--- src/rtl/clk_en_gen.sv ---
// clk_en_gen: multi-channel programmable clock-enable generator.
// Each channel divides clk by (D+1) and produces a one-cycle tick plus a
// 50%-duty square wave. New divisors are held in a shadow register and take
// effect at the next period boundary, so a running channel never glitches.
// A global sync restarts every channel at phase zero.
module clk_en_gen #(
  parameter int CHANNELS  = 2,
  parameter int WIDTH     = 16,
  parameter int RESET_DIV = 1
) (
  input  logic                      clk,
  input  logic                      rst_n,
  input  logic [CHANNELS-1:0]       en,
  input  logic [CHANNELS*WIDTH-1:0] div_val,
  input  logic [CHANNELS-1:0]       div_load,
  input  logic                      sync,
  output logic [CHANNELS-1:0]       tick,
  output logic [CHANNELS-1:0]       clk_out,
  output logic [CHANNELS-1:0]       pending
);

  localparam logic [WIDTH-1:0] RESET_D = WIDTH'(RESET_DIV);

  for (genvar gi = 0; gi < CHANNELS; gi++) begin : g_ch
    logic [WIDTH-1:0] cnt_q, cnt_d;
    logic [WIDTH-1:0] d_act_q, d_act_d;
    logic [WIDTH-1:0] d_shd_q, d_shd_d;
    logic             tick_q, tick_d;
    logic             clk_out_q, clk_out_d;
    logic             pending_q, pending_d;
    logic [WIDTH-1:0] load_val;
    logic             load;

    assign load_val = div_val[gi*WIDTH +: WIDTH];
    assign load     = div_load[gi];

    // Next-state: sync beats disable, disable beats counting. The counter
    // only ever compares for equality with d_act, so it can never run past
    // the terminal count even at the all-ones divisor.
    always_comb begin
      cnt_d     = cnt_q;
      d_act_d   = d_act_q;
      d_shd_d   = d_shd_q;
      tick_d    = 1'b0;
      clk_out_d = clk_out_q;
      pending_d = pending_q;
      if (sync) begin
        cnt_d     = '0;
        clk_out_d = 1'b0;
        if (load) begin
          d_act_d = load_val;
        end else if (pending_q) begin
          d_act_d = d_shd_q;
        end
        pending_d = 1'b0;
      end else if (!en[gi]) begin
        // Disabled: phase frozen, but a new divisor applies at once and
        // restarts the period since there is no running period to protect.
        if (load) begin
          d_act_d   = load_val;
          cnt_d     = '0;
          pending_d = 1'b0;
        end else if (pending_q) begin
          d_act_d   = d_shd_q;
          cnt_d     = '0;
          pending_d = 1'b0;
        end
      end else if (cnt_q == d_act_q) begin
        cnt_d     = '0;
        tick_d    = 1'b1;
        clk_out_d = ~clk_out_q;
        if (load) begin
          d_act_d = load_val;
        end else if (pending_q) begin
          d_act_d = d_shd_q;
        end
        pending_d = 1'b0;
      end else begin
        cnt_d = cnt_q + WIDTH'(1);
        if (load) begin
          d_shd_d   = load_val;
          pending_d = 1'b1;
        end
      end
    end

    // Channel state register with asynchronous reset.
    always_ff @(posedge clk or negedge rst_n) begin
      if (!rst_n) begin
        cnt_q     <= '0;
        d_act_q   <= RESET_D;
        d_shd_q   <= RESET_D;
        tick_q    <= 1'b0;
        clk_out_q <= 1'b0;
        pending_q <= 1'b0;
      end else begin
        cnt_q     <= cnt_d;
        d_act_q   <= d_act_d;
        d_shd_q   <= d_shd_d;
        tick_q    <= tick_d;
        clk_out_q <= clk_out_d;
        pending_q <= pending_d;
      end
    end

    assign tick[gi]    = tick_q;
    assign clk_out[gi] = clk_out_q;
    assign pending[gi] = pending_q;
  end

endmodule
--- config.mk ---
export PLATFORM = sky130hd
export DESIGN_NAME = clk_en_gen
export DESIGN_NICKNAME = d
export VERILOG_FILES = /design/src/rtl/clk_en_gen.sv
export SDC_FILE = /design/constraint.sdc
export NUM_CORES = 1
export LEC_CHECK = 0
export ABC_AREA = 1
export BUFFER_PORTS_ARGS = -buffer_cell sky130_fd_sc_hd__buf_2
export CAP_MARGIN = 40
export CORE_ASPECT_RATIO = 1.75
export CORE_UTILIZATION = 60
export DETAILED_ROUTE_END_ITERATION = 8
export MAX_ROUTING_LAYER = met4
export PLACE_DENSITY = 0.8
export SLEW_MARGIN = 20
export SYNTH_ARGS = -nofsm -noshare
export SYNTH_HDL_FRONTEND = slang
export SYNTH_SLANG_ARGS = --single-unit
--- constraint.sdc ---
create_clock -name clk -period 1.8 [get_ports clk]
set_input_delay 0.36 -clock clk [delete_from_list [all_inputs] [get_ports clk]]
set_output_delay 0.36 -clock clk [all_outputs]
set_load 0.01 [all_outputs]
==> impl_metrics.yaml, run 1 <==
cts:
  insertion_delay_ns: 0.36
  cts_sinks: 102
  htree_num_levels: 3
  clk_path_buf_depth: 2
  cts-root-buf: "clkbuf_16"
  cts_tree: "yes"
  cts.reportedPaths.clkPinSlew_ns: 0.07
  cts_buffers: 9
critical_path:
  critPathCapture: "g_ch[0].d_act_q[4]"
  crit_slowest_cell: "dfstp_2"
  crit_path_start: "g_ch[0].d_act_q[0]"
  crit_path_end_kind: "register"
  timing.rr.start: "g_ch[0].d_act_q[0]"
  r2r_cells: 11
  path_common_cell: "nand2_1"
  path_cells: "inv_1 > nand2_1 > nand2_1 > nor2_1 > nand2_1 > nor2_2 > nand2_4 > nand2_4 > nand2_4 > nand2_1 > nand2_1"
  crit_required_ns: 2.05
  r2r_end: "g_ch[0].d_act_q[4]"
  reg2reg_setup_slack_ns: 0.08
  worstPathArrival_ns: 1.97
  worstSetupPathType: "register to register"
  cp_max_fo: 16
  max_stage_delay_ns: 0.55
  start_kind: "register"
global_routing:
  track_usage_pct: 30.8
  grt_overflow: 0
  grt_max_degree: 49
  grt_pass1_wl_um: 23600
  grt_pass1_vias: 5180
  antenna_found_initial: 0
die:
  die_w_um: 76.0
  die_h_um: 132
  die_area_mm2: 0.0100
  start_util_pct: 62.5
  rows: 46
  num_io_pins: 45
  coreArea_mm2: 0.00921
timing:
  setup_viol: 0
  fin_crit_ns: 1.72
  fin_crit_sh_pct: 95.5
  final_hold_viol_count: 0
  max_slew.worst_pin.slew_ns: 0.439
  layout_setup_ws_ns: 0.0814
  slew_headroom_pct: 70.7
  fin_skew_ns: 0.00768
  fmax_mhz: 582
  drv_slew: 0
power:
  vdd_drop_max_uv: 557
  power.density_mw_per_mm2: 910
  fin_total_pwr_w: 0.00597
  leakagePower_nw: 3.44
detailed_routing:
  wl_per_cell_um: 14.6
  drt_iter0_drc: 246
  vias: 5257
  viasPerCell: 5.46
  drtPass1Iterations: 5
  drc: 0
  antenna_left: 0
  wirelength_um: 14000
logic_synthesis:
  synth_nets: 832
  synth_ff_type: "dfrtp_1"
  ys_async_sr_fraction_pct: 100
  avgSynthCellArea_um2: 7.27
  yosys_warnings: 0
  netlist_area_mm2: 0.00575
  syn_inst: 791
  ys_ff_latch: 102
  ys_types: 29
  synth-edff-count: 0
  ys_seq_area_share_pct: 44.4
finish:
  final_core_util_pct: 71.2
  design_area_mm2: 0.00656
  fin_nets: 878
  layout_commonest_cell: "nand2_1"
  area_delta_synth_final_pct: 13.9
  insertedDiodeCount: 0
  most-common-layout-cells: "339 x nand2_1, 93 x dfrtp_1, 68 x inv_1, 49 x nand3_1"
  drive_above_1_share_pct: 17.0
  fillers: 745
job:
  max-cap-violations: 0
place:
  place_area_mm2: 0.00611
  gp_congestion: 0.915
  pre_cts_slack_ns: 0.0734
  portBuffers: 44
  hpwl_um: 10200
outcome:
  outcome: "completed"
hold_path:
  hold_path.class: "primary input to register"
worst min path at each step:
stage	start	to	cells after the start
CTS	div_val[16]	g_ch[1].d_shd_q[0]	3
global route	div_val[16]	g_ch[1].d_shd_q[0]	3
finish	div_val[16]	g_ch[1].d_shd_q[0]	3
floorplan	rst_n	g_ch[0].clk_out_q	0
global placement	rst_n	g_ch[0].d_shd_q[13]	1
detailed placement	rst_n	g_ch[0].d_shd_q[13]	1
flip-flops by register name (all words and copies together), names as in the netlist:
signal and cells:
g_ch.cnt_q 32, g_ch.pending_q 2, g_ch.clk_out_q 2, g_ch.tick_q 2
g_ch.d_act_q 32, g_ch.d_shd_q 32
stage by stage:
stage | std cells | hold WS, ns | setup TNS, ns
final | 962 | 0.235 | 0
after global routing | 962 | 0.261 | -0.0125
after CTS | 957 | 0.241 | 0
after detailed placement | 940 | 0.228 | 0
after global placement | 940 | 0.221 | 0
after floorplan | 791 | 0.0644 | 0
critical path, delay by kind of cell, from the launching register on:
family | cells | cell delay, ns
flops | 1 | 0.55
simple gates | 10 | 1.03
buf+inv | 1 | 0.04
report_power, final:
group          internal [W]  switching, W
logic              0.000372      0.000567
registers           0.00256      0.000187
clock network       0.00140      0.000874
cells by family after synthesis:
| logic type | count (synthesis) | synth area share, % |
|---|---|---|
| DFF | 102 | 44.4 |
| adders and majority gates | 2 | 0.435 |
| and+or+nand+nor | 500 | 37.1 |
| muxes | 16 | 3.13 |
| xor gates and xnor gates | 14 | 2.13 |
| buffers and inverters | 119 | 9.46 |
| AOI/OAI and AO/OA | 38 | 3.35 |
cell usage after synthesis (2+ instances only):
master,number,share of area [%]
a21oi_1,28,2.4
buf_1,4,0.26
buf_2,12,1.0
buf_4,14,1.8
buf_6,4,0.78
clkbuf_1,7,0.46
dfrtp_1,98,43
dfstp_2,4,1.8
ha_1,2,0.43
inv_1,68,4.4
inv_2,9,0.59
mux2_2,16,3.1
nand2_1,340,22
nand2_2,2,0.22
nand2_4,4,0.78
nand3_1,49,4.3
nand3_2,3,0.52
nand4_1,43,4.7
nor2_1,46,3.0
nor2_2,3,0.33
nor3_1,7,0.61
o21ai_0,9,0.78
xor2_1,13,2.0
metal layers:
metal | global-route usage (%) | share of wire (%) | vias to the layer above
li1 | - | - | 2578
met1 | 30.2 | 35 | 2476
met2 | 56.4 | 56 | 151
met3 | 4.79 | 3.6 | 52
met4 | 17.8 | 4.8 | 0
met5 | - | 0 | -
area by class of cell:
type / instances / area (um^2) / share of cell area [%]
multi-input combinational: 570 / 2680 / 40.9
sequential: 102 / 2560 / 39.1
timing repair buffer: 76 / 518 / 7.90
inverter: 78 / 293 / 4.47
clock buffer: 11 / 243 / 3.70
tap: 120 / 150 / 2.29
clock inverter: 5 / 106 / 1.62
timing repair:
item / in CTS / in global routing
hold buffers: 1 / 0
gates resized for setup: 0 / 17
setup buffers: 0 / 5
hold endpoints to repair: 11 / 0
endpoints found under the setup margin: 0 / 78
Power figures use the tool's default switching activity.
==> inputs of run 2 (changes only) <==
==> constraint.sdc (replaced) <==
create_clock -name clk -period 1.8 [get_ports clk]
set_input_delay 0.09 -clock clk [delete_from_list [all_inputs] [get_ports clk]]
set_output_delay 0.09 -clock clk [all_outputs]
set_load 0.01 [all_outputs]
==> run 2 against run 1 <==
Net effect:
- register-to-register slack worse by 0.04 ns
- clock-buffer cell count up 1
- combinational power rose by 1%
- utilization decreased by 0.45 points
- worst setup slack worse by 0.040 ns
- die area stayed put
- clock skew barely moved
- first-iteration DRC count rose by 20%
==> impl_metrics.yaml, run 2 (synthesis results as in run 1) <==
timing:
  fin_crit_sh_pct: 97.7
  slew_headroom_pct: 45.4
  grt_setup_unrepaired: "true"
  fin_crit_ns: 1.76
  drv_slew: 0
  final_hold_viol_count: 0
  max_slew.worst_pin.slew_ns: 0.816
  fmax_mhz: 569
  layout_setup_ws_ns: 0.0416
  fin_skew_ns: 0.00769
  tns_ns: 0
  setup_viol: 0
finish:
  fin_nets: 879
  insertedDiodeCount: 0
  design_area_mm2: 0.00652
  area_delta_synth_final_pct: 13.2
  top_regs: "g_ch.cnt_q x32, g_ch.d_act_q x32, g_ch.d_shd_q x32"
  stdcell_count: 963
  drive_above_1_share_pct: 16.3
  layout_commonest_cell: "nand2_1"
  most-common-layout-cells: "338 x nand2_1, 98 x dfrtp_1, 68 x inv_1, 49 x nand3_1"
detailed_routing:
  vias: 5239
  drt_iter0_drc: 294
  antenna_left: 0
  wl_per_cell_um: 14.0
  viasPerCell: 5.44
  wirelength_um: 13500
  drtPass1Iterations: 5
  drc: 0
critical_path:
  r2r_cells: 9
  crit_slowest_cell: "dfrtp_1"
  worstSetupPathType: "register to register"
  timing.rr.start: "g_ch[1].cnt_q[0]"
  critPathBufInv: 1
  reg2reg_setup_slack_ns: 0.04
  worstPathArrival_ns: 2.02
  crit_path_end_kind: "register"
  cp_top_family: "simple AND/OR/NAND/NOR gates"
  start_kind: "register"
  crit_required_ns: 2.06
  max_stage_delay_ns: 0.45
  r2r_end: "g_ch[1].cnt_q[10]"
  path_common_cell: "nand2_1"
  path_cells: "ha_1 > nand2_1 > inv_1 > nand2_1 > nor2_2 > nand2_2 > o21ai_0 > o21ai_1 > a21oi_1"
  cp_max_fo: 6
global_routing:
  grt_pass1_wl_um: 22600
  antenna_found_initial: 0
  track_usage_pct: 28.9
  grt_pass1_vias: 5224
  grt_max_degree: 44
  grt_overflow: 0
hold_path:
  hold_depth: 3
  hp-start: "div_val[24]"
  min_to: "g_ch[1].d_shd_q[8]"
  hold_path.class: "primary input to register"
die:
  coreArea_mm2: 0.00921
  die_h_um: 132
  rows: 46
  start_util_pct: 62.5
  num_io_pins: 45
  die_w_um: 76.0
  die_area_mm2: 0.0100
place:
  place_area_mm2: 0.00610
  pre_cts_slack_ns: -0.00421
  portBuffers: 44
  gp_congestion: 0.923
  dp_cells: 939
  hpwl_um: 9950
job:
  max-cap-violations: 0
cts:
  insertion_delay_ns: 0.35
  cts_tree: "yes"
  cts_sinks: 102
  clk_path_buf_depth: 2
  cts.reportedPaths.clkPinSlew_ns: 0.07
  cts-root-buf: "clkbuf_16"
  htree_num_levels: 3
  cts_buffers: 9
power:
  leakagePower_nw: 3.42
  vdd_drop_max_uv: 536
  fin_total_pwr_w: 0.00553
  power.density_mw_per_mm2: 849
outcome:
  outcome: "completed"
run 2: worst max path at each step:
stage	start	end	slack (ns)	cells after the start
after floorplan	g_ch[0].d_act_q[0]	g_ch[0].d_shd_q[10]	0.32	11
after global placement	g_ch[0].d_act_q[0]	g_ch[0].cnt_q[8]	0.04	10
after detailed placement	g_ch[0].d_act_q[0]	g_ch[0].cnt_q[8]	-0.004	10
after CTS	g_ch[0].d_act_q[0]	g_ch[0].d_act_q[5]	0.02	11
after global routing	g_ch[1].cnt_q[0]	g_ch[1].cnt_q[10]	-0.05	9
final	g_ch[1].cnt_q[0]	g_ch[1].cnt_q[10]	0.04	9
run 2: final cells by class:
type / instances / area (um^2)
Clock buffer: 12 / 256
Tap cell: 120 / 150
Fill cell: 744 / 2690
Timing Repair Buffer: 77 / 534
Multi-Input combinational cell: 570 / 2700
Inverter: 78 / 293
Clock inverter: 4 / 22.5
Sequential cell: 102 / 2560
run 2: timing repair:
| action | 4_1_cts | 5_1_grt |
|---|---|---|
| hold buffers | 4 | 0 |
| setup buffers | 0 | 4 |
| resized for setup | 1 | 15 |
| endpoints found under the setup margin | 2 | 67 |
| pin swaps | 0 | 3 |
| hold endpoints to repair | 42 | 0 |
run 2: power breakdown:
group,internal [W],switching (W),total [W],leakage [nW]
clock,0.00101,0.000822,0.00183,0.138
combinational,0.000382,0.000570,0.000953,1.96
sequential,0.00256,0.000186,0.00275,1.32
total,0.00395,0.00158,0.00553,3.42
run 2: per-layer routing:
layer	vias to the layer above	share of wire [%]	global-route usage, %
met2	128	58	55.1
met3	45	2.4	3.47
met1	2489	36	27.5
li1	2577	-	-
met4	0	4.0	15.9
met5	-	0	-
run 2: stage by stage:
step | hold WS [ns] | util [%]
after floorplan | -0.206 | -
after global placement | 0.130 | 66.3
after detailed placement | 0.134 | 66.3
after CTS | 0.00620 | 69.8
after global routing | 0.0195 | 70.7
final | 0.00805 | 70.7
run 2: worst register-to-register path: stages (launching register included):
cell and delay (ns):
dfrtp_1 0.45, ha_1 0.22, nand2_1 0.08, inv_1 0.06, nand2_1 0.11, nor2_2 0.22
nand2_2 0.09, o21ai_0 0.19, o21ai_1 0.12, a21oi_1 0.14
==> inputs of run 3 (changes only) <==
--- a/config.mk
+++ b/config.mk
@@ -13,6 +13,7 @@
 export DETAILED_ROUTE_END_ITERATION = 8
 export MAX_ROUTING_LAYER = met4
 export PLACE_DENSITY = 0.8
+export SETUP_SLACK_MARGIN = 0.1
 export SLEW_MARGIN = 20
 export SYNTH_ARGS = -nofsm -noshare
 export SYNTH_HDL_FRONTEND = slang
==> run 3 against run 2 <==
Net effect:
- sequential cell count is the same
- global-route usage grew 0.16 points
- power grew 2.9%
- sequential power is essentially flat
- non-clock buffer count grew 8
- clock-buffer cell count is the same
- critical endpoint is now g_ch[0].d_act_q[5]
- largest power group unchanged
- highest routed layer unchanged
==> impl_metrics.yaml, run 3 (synthesis results as in run 1) <==
die:
  start_util_pct: 62.5
  num_io_pins: 45
  coreArea_mm2: 0.00921
  die_area_mm2: 0.0100
  rows: 46
  die_w_um: 76.0
  die_h_um: 132
detailed_routing:
  drtPass1Iterations: 8
  drt_iter0_drc: 391
  wirelength_um: 14900
  wl_per_cell_um: 15.3
  vias: 5438
  viasPerCell: 5.59
  drc: 0
  antenna_left: 0
critical_path:
  worstSetupPathType: "register to register"
  crit_path_end_kind: "register"
  worstPathArrival_ns: 2.04
  cp_max_fo: 13
  crit_required_ns: 2.08
  start_kind: "register"
finish:
  layout_commonest_cell: "nand2_1"
  area_delta_synth_final_pct: 21.0
  insertedDiodeCount: 0
  most-common-layout-cells: "317 x nand2_1, 97 x dfrtp_1, 66 x inv_1, 43 x nand4_1, 43 x buf_2"
  top_regs: "g_ch.cnt_q x32, g_ch.d_act_q x32, g_ch.d_shd_q x32"
  drive_above_1_share_pct: 23.3
  fin_nets: 889
place:
  portBuffers: 44
  hpwl_um: 9950
  pre_cts_slack_ns: -0.00421
  gp_congestion: 0.923
timing:
  grt_setup_unrepaired: "true"
  slew_headroom_pct: 33.2
  fin_crit_ns: 1.75
  fmax_mhz: 571
  fin_skew_ns: 0.00736
  setup_viol: 0
  layout_setup_ws_ns: 0.0474
  fin_crit_sh_pct: 97.4
  final_hold_viol_count: 0
  drv_slew: 0
  worst_hold_slack_ns: 0.00669
  max_slew.worst_pin.slew_ns: 0.999
power:
  leakagePower_nw: 3.56
  vdd_drop_max_uv: 578
  p_sw_share_pct: 29.6
  power.density_mw_per_mm2: 818
  combPwrFrac_pct: 19.0
  p_int_w: 0.00401
  power_frac_clock_pct: 32.4
  pwr-share-seq_pct: 48.6
  p_switching_w: 0.00168
job:
  max-cap-violations: 0
global_routing:
  grt_max_degree: 44
  grt_pass1_vias: 5239
  grt_pass1_wl_um: 22700
  grt_overflow: 0
  antenna_found_initial: 0
  track_usage_pct: 29.0
cts:
  cts-root-buf: "clkbuf_16"
  cts.reportedPaths.clkPinSlew_ns: 0.07
  clk_path_buf_depth: 2
  insertion_delay_ns: 0.35
  htree_num_levels: 3
  cts_tree: "yes"
  cts_sinks: 102
  cts_buffers: 9
hold_path:
  hold_path.class: "primary input to register"
outcome:
  outcome: "completed"
-- run 3: stage by stage --
step / utilization (%) / TNS, ns / total power (W) / instances / area, um^2
finish: 75.6 / 0 / 0.00569 / 973 / 6960
floorplan: - / 0 / 0.00341 / 791 / 5750
detailed placement: 66.3 / -0.00421 / 0.00371 / 939 / 6100
global route: 75.6 / -0.0597 / 0.00593 / 973 / 6960
global placement: 66.3 / 0 / 0.00366 / 939 / 6100
CTS: 70.4 / 0 / 0.00555 / 961 / 6480
-- run 3: layout make-up --
type,count,area [um^2]
Multi-Input combinational cell,572,2990
Sequential cell,102,2560
Fill cell,666,2250
Timing Repair Buffer,85,691
Tap cell,120,150
Clock inverter,4,22.5
Inverter,78,295
Clock buffer,12,256
-- run 3: power groups by stage --
stage	clock [W]	combinational, W	sequential (W)
4_1_cts	0.00185	0.000949	0.00275
3_5_place_dp	0	0.000919	0.00279
6_report	0.00184	0.00108	0.00277
3_3_place_gp	0	0.000881	0.00277
5_1_grt	0.00193	0.00121	0.00280
2_1_floorplan	0	0.000675	0.00273
-- run 3: routing by layer --
metal,global-route usage (%),part of all wire [%]
met1,27.4,35
met4,15.9,4.4
met3,3.47,2.7
met2,55.7,58
met5,-,0
-- run 3: path summary, 6_finish.rpt --
path	start	to	slack, ns	cells after the start
max in group asynchronous	rst_n	g_ch[1].d_shd_q[0]	0.82	3
hold reg to reg	g_ch[1].d_shd_q[0]	g_ch[1].d_shd_q[0]	0.46	2
setup reg to reg	g_ch[0].d_act_q[0]	g_ch[0].d_act_q[5]	0.05	11
hold / removal	div_val[24]	g_ch[1].d_shd_q[8]	0.007	3
setup / recovery	g_ch[0].d_act_q[0]	g_ch[0].d_act_q[5]	0.05	11
min in group asynchronous	rst_n	g_ch[0].d_shd_q[12]	0.29	2
-- run 3: repair_timing --
item | in CTS | in global routing
pin swaps | 1 | 22
endpoints found under the setup margin | 88 | 98
hold endpoints to repair | 42 | 0
hold buffers | 4 | 0
buffers inserted | 2 | 4
resized for setup | 10 | 84
gates cloned | 0 | 8
-- run 3: worst max-delay path, stage by stage, from the launching register on --
cell,delay [ns]
dfstp_2,0.59
inv_2,0.04
nand2_1,0.05
nand2_1,0.06
nor2_1,0.11
nand2_1,0.11
nor2_2,0.16
nand2_4,0.12
nand2_8,0.13
buf_8,0.15
nand3_1,0.09
nand2_1,0.08
